[src/rtl/ling_pkg.sv]
// Shared definitions for the Ling Han-Carlson subtractor: operand width,
// the (H, I) span pair carried across the pipeline register, and the prefix merge.
package ling_pkg;

    localparam int LING_W = 12;

    typedef struct packed {
        logic h;
        logic i;
    } ling_span_t;

    // Ling group merge: upper span absorbs lower span.
    function automatic ling_span_t ling_merge(ling_span_t hi, ling_span_t lo);
        ling_span_t r;
        r.h = hi.h | (hi.i & lo.h);
        r.i = hi.i & lo.i;
        return r;
    endfunction

endpackage

[src/rtl/ling_hc_subtractor_pipe_tree.sv]
// Combinational Ling Han-Carlson prefix tree, split into a front half (p/g -> spans)
// and a back half (registered spans -> pseudo-carries h and real carries c).
module ling_hc_sub_tree
    import ling_pkg::*;
(
    input  logic [10:0]       i_f_p,
    input  logic [11:0]       i_f_g,
    output logic              o_f_h_1_0,
    output logic              o_f_h_3_0,
    output ling_span_t [3:0]  o_f_span,
    input  logic [11:0]       i_b_p,
    input  logic [6:0]        i_b_g_even,
    input  logic              i_b_h_1_0,
    input  logic              i_b_h_3_0,
    input  ling_span_t [3:0]  i_b_span,
    output logic [LING_W:1]   o_b_h,
    output logic [LING_W:1]   o_b_c
);

    ling_span_t [5:1] w_l1;
    ling_span_t       w_s9_2;
    ling_span_t       w_s11_4;
    logic [LING_W:0]  w_h;

    genvar gi;
    generate
        // First level pairs odd position 2k+1 with even position 2k.
        for (gi = 1; gi < 6; gi++) begin : g_l1
            assign w_l1[gi].h = i_f_g[2*gi+1] | (i_f_p[2*gi] & i_f_g[2*gi]);
            assign w_l1[gi].i = i_f_p[2*gi] & i_f_p[2*gi-1];
        end
        for (gi = 0; gi < 4; gi++) begin : g_l2
            assign o_f_span[gi] = ling_merge(w_l1[gi+2], w_l1[gi+1]);
        end
    endgenerate

    assign o_f_h_1_0 = i_f_g[1] | (i_f_p[0] & i_f_g[0]);
    assign o_f_h_3_0 = w_l1[1].h | (w_l1[1].i & o_f_h_1_0);

    // Back half: spans 5_2, 7_4, 9_6, 11_8 in i_b_span[0..3].
    assign w_s9_2  = ling_merge(i_b_span[2], i_b_span[0]);
    assign w_s11_4 = ling_merge(i_b_span[3], i_b_span[1]);

    assign w_h[0]  = i_b_g_even[0];
    assign w_h[1]  = i_b_h_1_0;
    assign w_h[3]  = i_b_h_3_0;
    assign w_h[5]  = i_b_span[0].h | (i_b_span[0].i & i_b_h_1_0);
    assign w_h[7]  = i_b_span[1].h | (i_b_span[1].i & i_b_h_3_0);
    assign w_h[9]  = w_s9_2.h | (w_s9_2.i & i_b_h_1_0);
    assign w_h[11] = w_s11_4.h | (w_s11_4.i & i_b_h_3_0);

    generate
        // Han-Carlson fix-up: even positions take one grey step from their odd neighbour.
        for (gi = 1; gi < 7; gi++) begin : g_even
            assign w_h[2*gi] = i_b_g_even[gi] | (i_b_p[2*gi-1] & w_h[2*gi-1]);
        end
        for (gi = 1; gi <= LING_W; gi++) begin : g_carry
            assign o_b_c[gi] = i_b_p[gi-1] & w_h[gi-1];
        end
    endgenerate

    assign o_b_h = w_h[LING_W:1];

endmodule

[src/rtl/ling_hc_subtractor_pipe.sv]
// Two-stage valid/ready pipelined subtractor (a - b - bin) built on the Ling
// Han-Carlson tree; the prefix tree is cut by the S1 register.
module ling_hc_subtractor_pipe
    import ling_pkg::*;
#(
    parameter int WIDTH = 12
) (
    input  logic             clk,
    input  logic             rst_n,
    input  logic             in_valid,
    output logic             in_ready,
    input  logic [WIDTH-1:0] in_a,
    input  logic [WIDTH-1:0] in_b,
    input  logic             in_bin,
    output logic             out_valid,
    input  logic             out_ready,
    output logic [WIDTH-1:0] out_diff,
    output logic             out_bout,
    output logic             out_zero,
    output logic             out_ovf
);

    if (WIDTH != LING_W) begin : g_width_check
        $error("ling_hc_subtractor_pipe: WIDTH must be 12");
    end

    logic [LING_W:0]   w_p;
    logic [LING_W:0]   w_g;
    logic              w_h_1_0;
    logic              w_h_3_0;
    ling_span_t [3:0]  w_span;
    logic [LING_W:1]   w_h;
    logic [LING_W:1]   w_c;
    logic [6:0]        w_g_even;
    logic [LING_W-1:0] w_diff;
    logic              w_cout;
    logic              w_ovf;
    logic              w_s1_adv;
    logic              w_s2_adv;

    logic              r_s1_valid;
    logic [LING_W:0]   r_p;
    logic [LING_W:0]   r_g;
    logic              r_h_1_0;
    logic              r_h_3_0;
    ling_span_t [3:0]  r_span;
    logic              r_a_msb;
    logic              r_b_msb;

    logic              r_s2_valid;
    logic [LING_W-1:0] r_diff;
    logic              r_bout;
    logic              r_zero;
    logic              r_ovf;

    // Subtraction as a + ~b + ~bin; the borrow-in becomes the position-0 generate.
    assign w_p = {in_a | ~in_b, 1'b1};
    assign w_g = {in_a & ~in_b, ~in_bin};

    assign w_s2_adv = ~r_s2_valid | out_ready;
    assign w_s1_adv = ~r_s1_valid | w_s2_adv;
    assign in_ready = w_s1_adv;

    ling_hc_sub_tree u_tree (
        .i_f_p      (w_p[10:0]),
        .i_f_g      (w_g[11:0]),
        .o_f_h_1_0  (w_h_1_0),
        .o_f_h_3_0  (w_h_3_0),
        .o_f_span   (w_span),
        .i_b_p      (r_p[11:0]),
        .i_b_g_even (w_g_even),
        .i_b_h_1_0  (r_h_1_0),
        .i_b_h_3_0  (r_h_3_0),
        .i_b_span   (r_span),
        .o_b_h      (w_h),
        .o_b_c      (w_c)
    );

    genvar gi;
    generate
        for (gi = 0; gi < 7; gi++) begin : g_geven
            assign w_g_even[gi] = r_g[2*gi];
        end
        for (gi = 0; gi < LING_W; gi++) begin : g_sum
            assign w_diff[gi] = (r_p[gi+1] ^ w_h[gi+1]) | (r_g[gi+1] & w_c[gi+1]);
        end
    endgenerate

    assign w_cout = r_p[LING_W] & w_h[LING_W];
    assign w_ovf  = (r_a_msb ^ r_b_msb) & (w_diff[LING_W-1] ^ r_a_msb);

    always_ff @(posedge clk or negedge rst_n) begin
        if (!rst_n) begin
            r_s1_valid <= 1'b0;
            r_p        <= '0;
            r_g        <= '0;
            r_h_1_0    <= 1'b0;
            r_h_3_0    <= 1'b0;
            r_span     <= '0;
            r_a_msb    <= 1'b0;
            r_b_msb    <= 1'b0;
        end else if (w_s1_adv) begin
            r_s1_valid <= in_valid;
            if (in_valid) begin
                r_p     <= w_p;
                r_g     <= w_g;
                r_h_1_0 <= w_h_1_0;
                r_h_3_0 <= w_h_3_0;
                r_span  <= w_span;
                r_a_msb <= in_a[LING_W-1];
                r_b_msb <= in_b[LING_W-1];
            end
        end
    end

    always_ff @(posedge clk or negedge rst_n) begin
        if (!rst_n) begin
            r_s2_valid <= 1'b0;
            r_diff     <= '0;
            r_bout     <= 1'b0;
            r_zero     <= 1'b0;
            r_ovf      <= 1'b0;
        end else if (w_s2_adv) begin
            r_s2_valid <= r_s1_valid;
            if (r_s1_valid) begin
                r_diff <= w_diff;
                r_bout <= ~w_cout;
                r_zero <= (w_diff == '0);
                r_ovf  <= w_ovf;
            end
        end
    end

    assign out_valid = r_s2_valid;
    assign out_diff  = r_diff;
    assign out_bout  = r_bout;
    assign out_zero  = r_zero;
    assign out_ovf   = r_ovf;

endmodule

[config.mk]
export PLATFORM = sky130hd
export DESIGN_NAME = ling_hc_subtractor_pipe
export DESIGN_NICKNAME = d
export VERILOG_FILES = /design/src/rtl/ling_pkg.sv /design/src/rtl/ling_hc_subtractor_pipe_tree.sv /design/src/rtl/ling_hc_subtractor_pipe.sv
export SDC_FILE = /design/constraint.sdc
export NUM_CORES = 1
export LEC_CHECK = 0
export ABC_AREA = 1
export BUFFER_PORTS_ARGS = -buffer_cell sky130_fd_sc_hd__buf_4
export CAP_MARGIN = 15
export CORE_MARGIN = 1
export CORE_UTILIZATION = 55
export CTS_CLUSTER_SIZE = 25
export DETAILED_ROUTE_END_ITERATION = 12
export PLACE_DENSITY = 0.78
export SYNTH_ARGS = -nofsm -noshare
export SYNTH_HDL_FRONTEND = slang
export SYNTH_SLANG_ARGS = --single-unit
[constraint.sdc]
create_clock -name clk -period 2.1 [get_ports clk]
set_input_delay 0.42 -clock clk [delete_from_list [all_inputs] [get_ports clk]]
set_output_delay 0.42 -clock clk [all_outputs]
set_load 0.01 [all_outputs]
After elaboration in Yosys (flattened, before gate mapping)
Index checks and enable logic that the tools add are counted.
- register bits after elaboration: 55
- bits in latches: 0
- RAM bits: 0
- memory bits (read-only): 0
- input port bits: 29
- output and inout port bits: 17
- word-level logic and storage cells: 134
- memories: 0
- add/subtract/negate cells: 0
- $mul: 0
- div/mod/pow operators: 0
- order comparisons: 0
- equal/unequal tests: 0
- shift-type cells: 0
- multiplexer cells: 0
- bitwise gates (word level): 111
- reductions and logical operators: 3
- operators with widths (operator ; count):
    1-bit bitwise AND ; 53
    1-bit bitwise OR ; 37
    1-bit XOR ; 14
    12-bit bitwise AND ; 1
    12-bit logical NOT ; 1
    12-bit NOT ; 1
    12-bit bitwise OR ; 1
    1-bit NOT ; 4
    2-bit AND reduction ; 2

Depth between registers and ports, before layout
- depth after elaboration: 9
- depth in mapped cells: 12
- depth with buffers taken out: 12

Hierarchy
From an unflattened synthesis, not the netlist that was laid out.
- cell total of the unflattened synthesis: 392
- area, all modules: 2847.7 µm²
- modules (own cells, without submodules) (module ; times used ; cells each ; area an instance (µm²) ; sequential area each (µm²)):
    ling_hc_subtractor_pipe ; 1 ; 321 ; 2503.7 ; 1376.3
    ling_hc_sub_tree ; 1 ; 71 ; 344.1 ; 0.0

Worst setup path after synthesis
OpenSTA, ideal clock, no wires.
- path type: register to register
- start point: register r_h_1_0
- end point: register r_zero (netlist: out_zero)
- library setup time: 0.065 ns
- arrival: 1.737 ns
- data required time: 2.035 ns
- path slack: 0.298 ns
- cell stages (with the launch flop): 13
- path buffers: 0
- period minus slack after synthesis: 1.802 ns
- cells stage by stage: dfrtp_1 -> a21oi_1 -> o21ai_0 -> ha_1 -> or2_2 -> ha_1 -> inv_1 -> nand2_1 -> nor2_1 -> nand2_1 -> nor2_1 -> nand2_1 -> nand2_1
- cells in the longest elaborated chain, start to end: 8
- elaborated cells on any way between the ends: 35
- classes of those cells: bitwise (34); reduce/logical (1)
- RTL lines (element ; line ; source):
    start: declaration ; ling_hc_subtractor_pipe.sv:44 ; logic r_h_1_0;
    start signal: assignment ; ling_hc_subtractor_pipe.sv:107 ; r_h_1_0 <= w_h_1_0;
    1-bit bitwise AND, on equally long branches ; ling_hc_subtractor_pipe_tree.sv:47, ling_hc_subtractor_pipe_tree.sv:49 ;
    1-bit bitwise OR, on equally long branches ; ling_hc_subtractor_pipe_tree.sv:47, ling_hc_subtractor_pipe_tree.sv:49 ;
    1-bit bitwise AND ; ling_hc_subtractor_pipe_tree.sv:55, ling_hc_subtractor_pipe_tree.sv:58 ;
    1-bit bitwise OR ; ling_hc_subtractor_pipe_tree.sv:55 ; assign w_h[2*gi] = i_b_g_even[gi] | (i_b_p[2*gi-1] & w_h[2*gi-1]);
    1-bit bitwise AND ; ling_hc_subtractor_pipe_tree.sv:58 ; assign o_b_c[gi] = i_b_p[gi-1] & w_h[gi-1];
    1-bit bitwise AND ; ling_hc_subtractor_pipe.sv:85 ; assign w_diff[gi] = (r_p[gi+1] ^ w_h[gi+1]) | (r_g[gi+1] & w_c[gi+1]);
    1-bit bitwise OR ; ling_hc_subtractor_pipe.sv:85 ;
    12-bit logical NOT (*) ; ling_hc_subtractor_pipe.sv:128 ; r_zero <= (w_diff == '0);
    end signal: assignment ; ling_hc_subtractor_pipe.sv:128 ;
    end: declaration ; ling_hc_subtractor_pipe.sv:53 ; logic r_zero;
Mark *: on every way between the ends. The rest lies on a longest branch, timed or not.
A chain may end at the register's enable or synchronous reset.

Worst setup path in the final report
Same ends and word-level chain as after synthesis.

==> results.cfg <==
[status]
outcome = finished, final reports clean

[sta]
period_share_pct = 94.0
tightest_slew_ns = 0.674
slew_headroom_pct = 55.0
fin_setup_tns_ns = 0
hold_viol_final = 0
max_clock_freq_mhz = 506
fin_crit_ns = 1.97
setup_viol = 0
drv_slew = 0
rsz0062_at_grt = false
finalClockSkew_ns = 0.00660

[logic_synthesis]
synth_ff_type = dfrtp_1
synth.distinct_cells = 22
yosys-top-cells-area = dfrtp_1 (51%), nand2_1 (17%), ha_1 (5.6%)
syn_inst = 330
synthesis.area_um2 = 2680
synth_edf_count = 0
synth_top_area_share_pct = 51.4
syn_nets = 371
synthArstFlopShare_pct = 100
ys_ff_latch = 55
synth_warnings = 0
yosysMostFrequentCell = nand2_1
synth_common_cells = nand2_1 (118), dfrtp_1 (55), inv_1 (38)
ys_seq_area_share_pct = 51.4
synth_top_area_cell = dfrtp_1
syn_area_per_cell_um2 = 8.11

[grt]
grt_pass1_wl_mm = 8.62
antenna_found_initial = 0
grt_pass1_vias = 1988
grt_usage_pct = 21.6
grt_max_degree = 56
grt_remaining_overflow = 0

[critical_path]
end_kind = register
start_kind = register
worst_ep_required_time_ns = 2.35
cp.arrival_ns = 2.23
path_max_fanout = 2
path_class = register to register

[clock_network]
root_buffer = clkbuf_8
clk_latency_ns = 0.31
clk_pin_slew_ns = 0.10
clkSinkCount = 55
cts_made_buffers = 5
cts_tree = done
cts_max_level = 2
clockBufferDepth = 2
ctsHoldBuffers = 0

[placed_design]
placed_area_um2 = 3030
portBuffers = 45
routabilityCongestion = 0.775
dp_hpwl_mm = 3.73

[drt]
postRouteAntennaNets = 0
routed_wl_mm = 5.04
dr.first_iter.drc_count = 90
drc = 0
vias = 2165
routedWlPerCell_um = 11.7
firstDrtPassIters = 4
vias_per_cell = 5.03

[die]
num_rows = 25
die_w_um = 71.8
die_y_um = 71.8
ioPinCount = 46
core_um2 = 4690
die-area_um2 = 5150
initial_core_util_pct = 57.1

[power_and_ir_drop]
ir_worst_vdd_mv = 0.414
p_leak_nw = 1.70
power_density_nw_per_um2 = 934

[final_layout]
fillers = 432
design_area_um2 = 3130
area_growth_pct = 16.8
drive_above_1_share_pct = 18.4
regArea_um2 = 1380
nets = 416
multi_input_area_um2 = 1090
diodes = 0

[job]
maxCapViolCount = 0

[hold_path]
hp-class = input pin to asynchronous set/reset pin
[per-stage QoR]
stage | cells | util (%) | setup slack [ns] | total power, mW | hold WS, ns
final | 430 | 66.7 | 0.125 | 2.92 | 0.138
after CTS | 429 | 66.3 | 0.0523 | 2.93 | 0.177
after detailed placement | 421 | 64.6 | 0.0737 | 2.37 | 0.469
after floorplan | 330 | - | 0.298 | 1.99 | 0.124
after global routing | 430 | 66.7 | 0.00627 | 3.12 | 0.225
after global placement | 421 | 64.6 | 0.131 | 2.34 | 0.452
[power breakdown]
part           switching [mW]  total (mW)  internal (mW)  leakage, nW
clock network           0.338       0.574          0.235       0.0422
logic                   0.503       0.933          0.431         1.00
registers               0.131        1.42           1.28        0.654
total                   0.972        2.92           1.95         1.70
[cell type report]
cell class                 count  share of cell area [%]
inverter                      41                    4.92
multi-input combinational    224                    34.8
sequential                    55                    44.0
clock inverter                 1                   0.160
tap                           54                    2.16
clock buffer                   7                    2.44
timing repair buffer          48                    11.5
[sequential cells by signal, indices dropped and copies added (netlist names), 8 cells and up]
register  flops
out_diff     12
r_span        8
r_p          13
r_g          13
[routing by layer]
layer,vias up,global-route usage (%),part of all wire [%],wire length [µm]
met4,0,8.50,1.7,85
met3,7,2.95,3.8,194
li1,1116,-,-,-
met1,997,29.4,49,2470
met2,45,35.4,45,2290
met5,-,0,0,0
[path summary, 6_finish.rpt]
kind | start | end | slack [ns] | cells after the start
setup / recovery | r_h_1_0$_DFFE_PN0P_ | out_zero$_DFFE_PN0P_ | 0.13 | 12
hold / removal | rst_n | out_diff[11]$_DFFE_PN0P_ | 0.14 | 1
setup reg to reg | r_h_1_0$_DFFE_PN0P_ | out_zero$_DFFE_PN0P_ | 0.13 | 12
hold reg to reg | r_p[0]$_DFFE_PN0P_ | r_p[0]$_DFFE_PN0P_ | 0.49 | 1
max in group asynchronous | rst_n | r_g[9]$_DFFE_PN0P_ | 1.51 | 1
min in group clk | in_bin | r_g[0]$_DFFE_PN0P_ | 0.29 | 2
[logic make-up after synthesis]
kind of cell / synth area share [%]
AOI/OAI and AO/OA: 8.41
DFF: 51.4
adders and majority gates: 5.61
and+or+nand+nor: 26.4
buffers and inverters: 8.22
[cell usage in the layout (no fill, tap or decap), drive strengths merged]
cell,count
a21oi,3
clkinv,1
buf,48
o31ai,2
o21bai,1
or2,13
dfrtp,55
a31oi,10
nor2,25
ha,12
o21a,1
nand2,120
a22oi,1
o21ai,22
inv,41
clkbuf,7
nand3,14
[worst max-delay path, stage by stage (launching register included)]
cell and delay, ns:
dfrtp_1 0.40, a21oi_2 0.14, o21ai_0 0.10, ha_1 0.20, or2_2 0.28, ha_1 0.27, inv_1 0.07, nand2_1 0.05
nor2_1 0.13, nand2_1 0.07, nor2_1 0.09, nand2_1 0.05, nand2_1 0.05
[what timing repair did]
action / in CTS / in global routing
resized for setup: 0 / 2
endpoints found under the setup margin: 0 / 1
setup buffers: 0 / 1
Power figures use the tool's default switching activity.
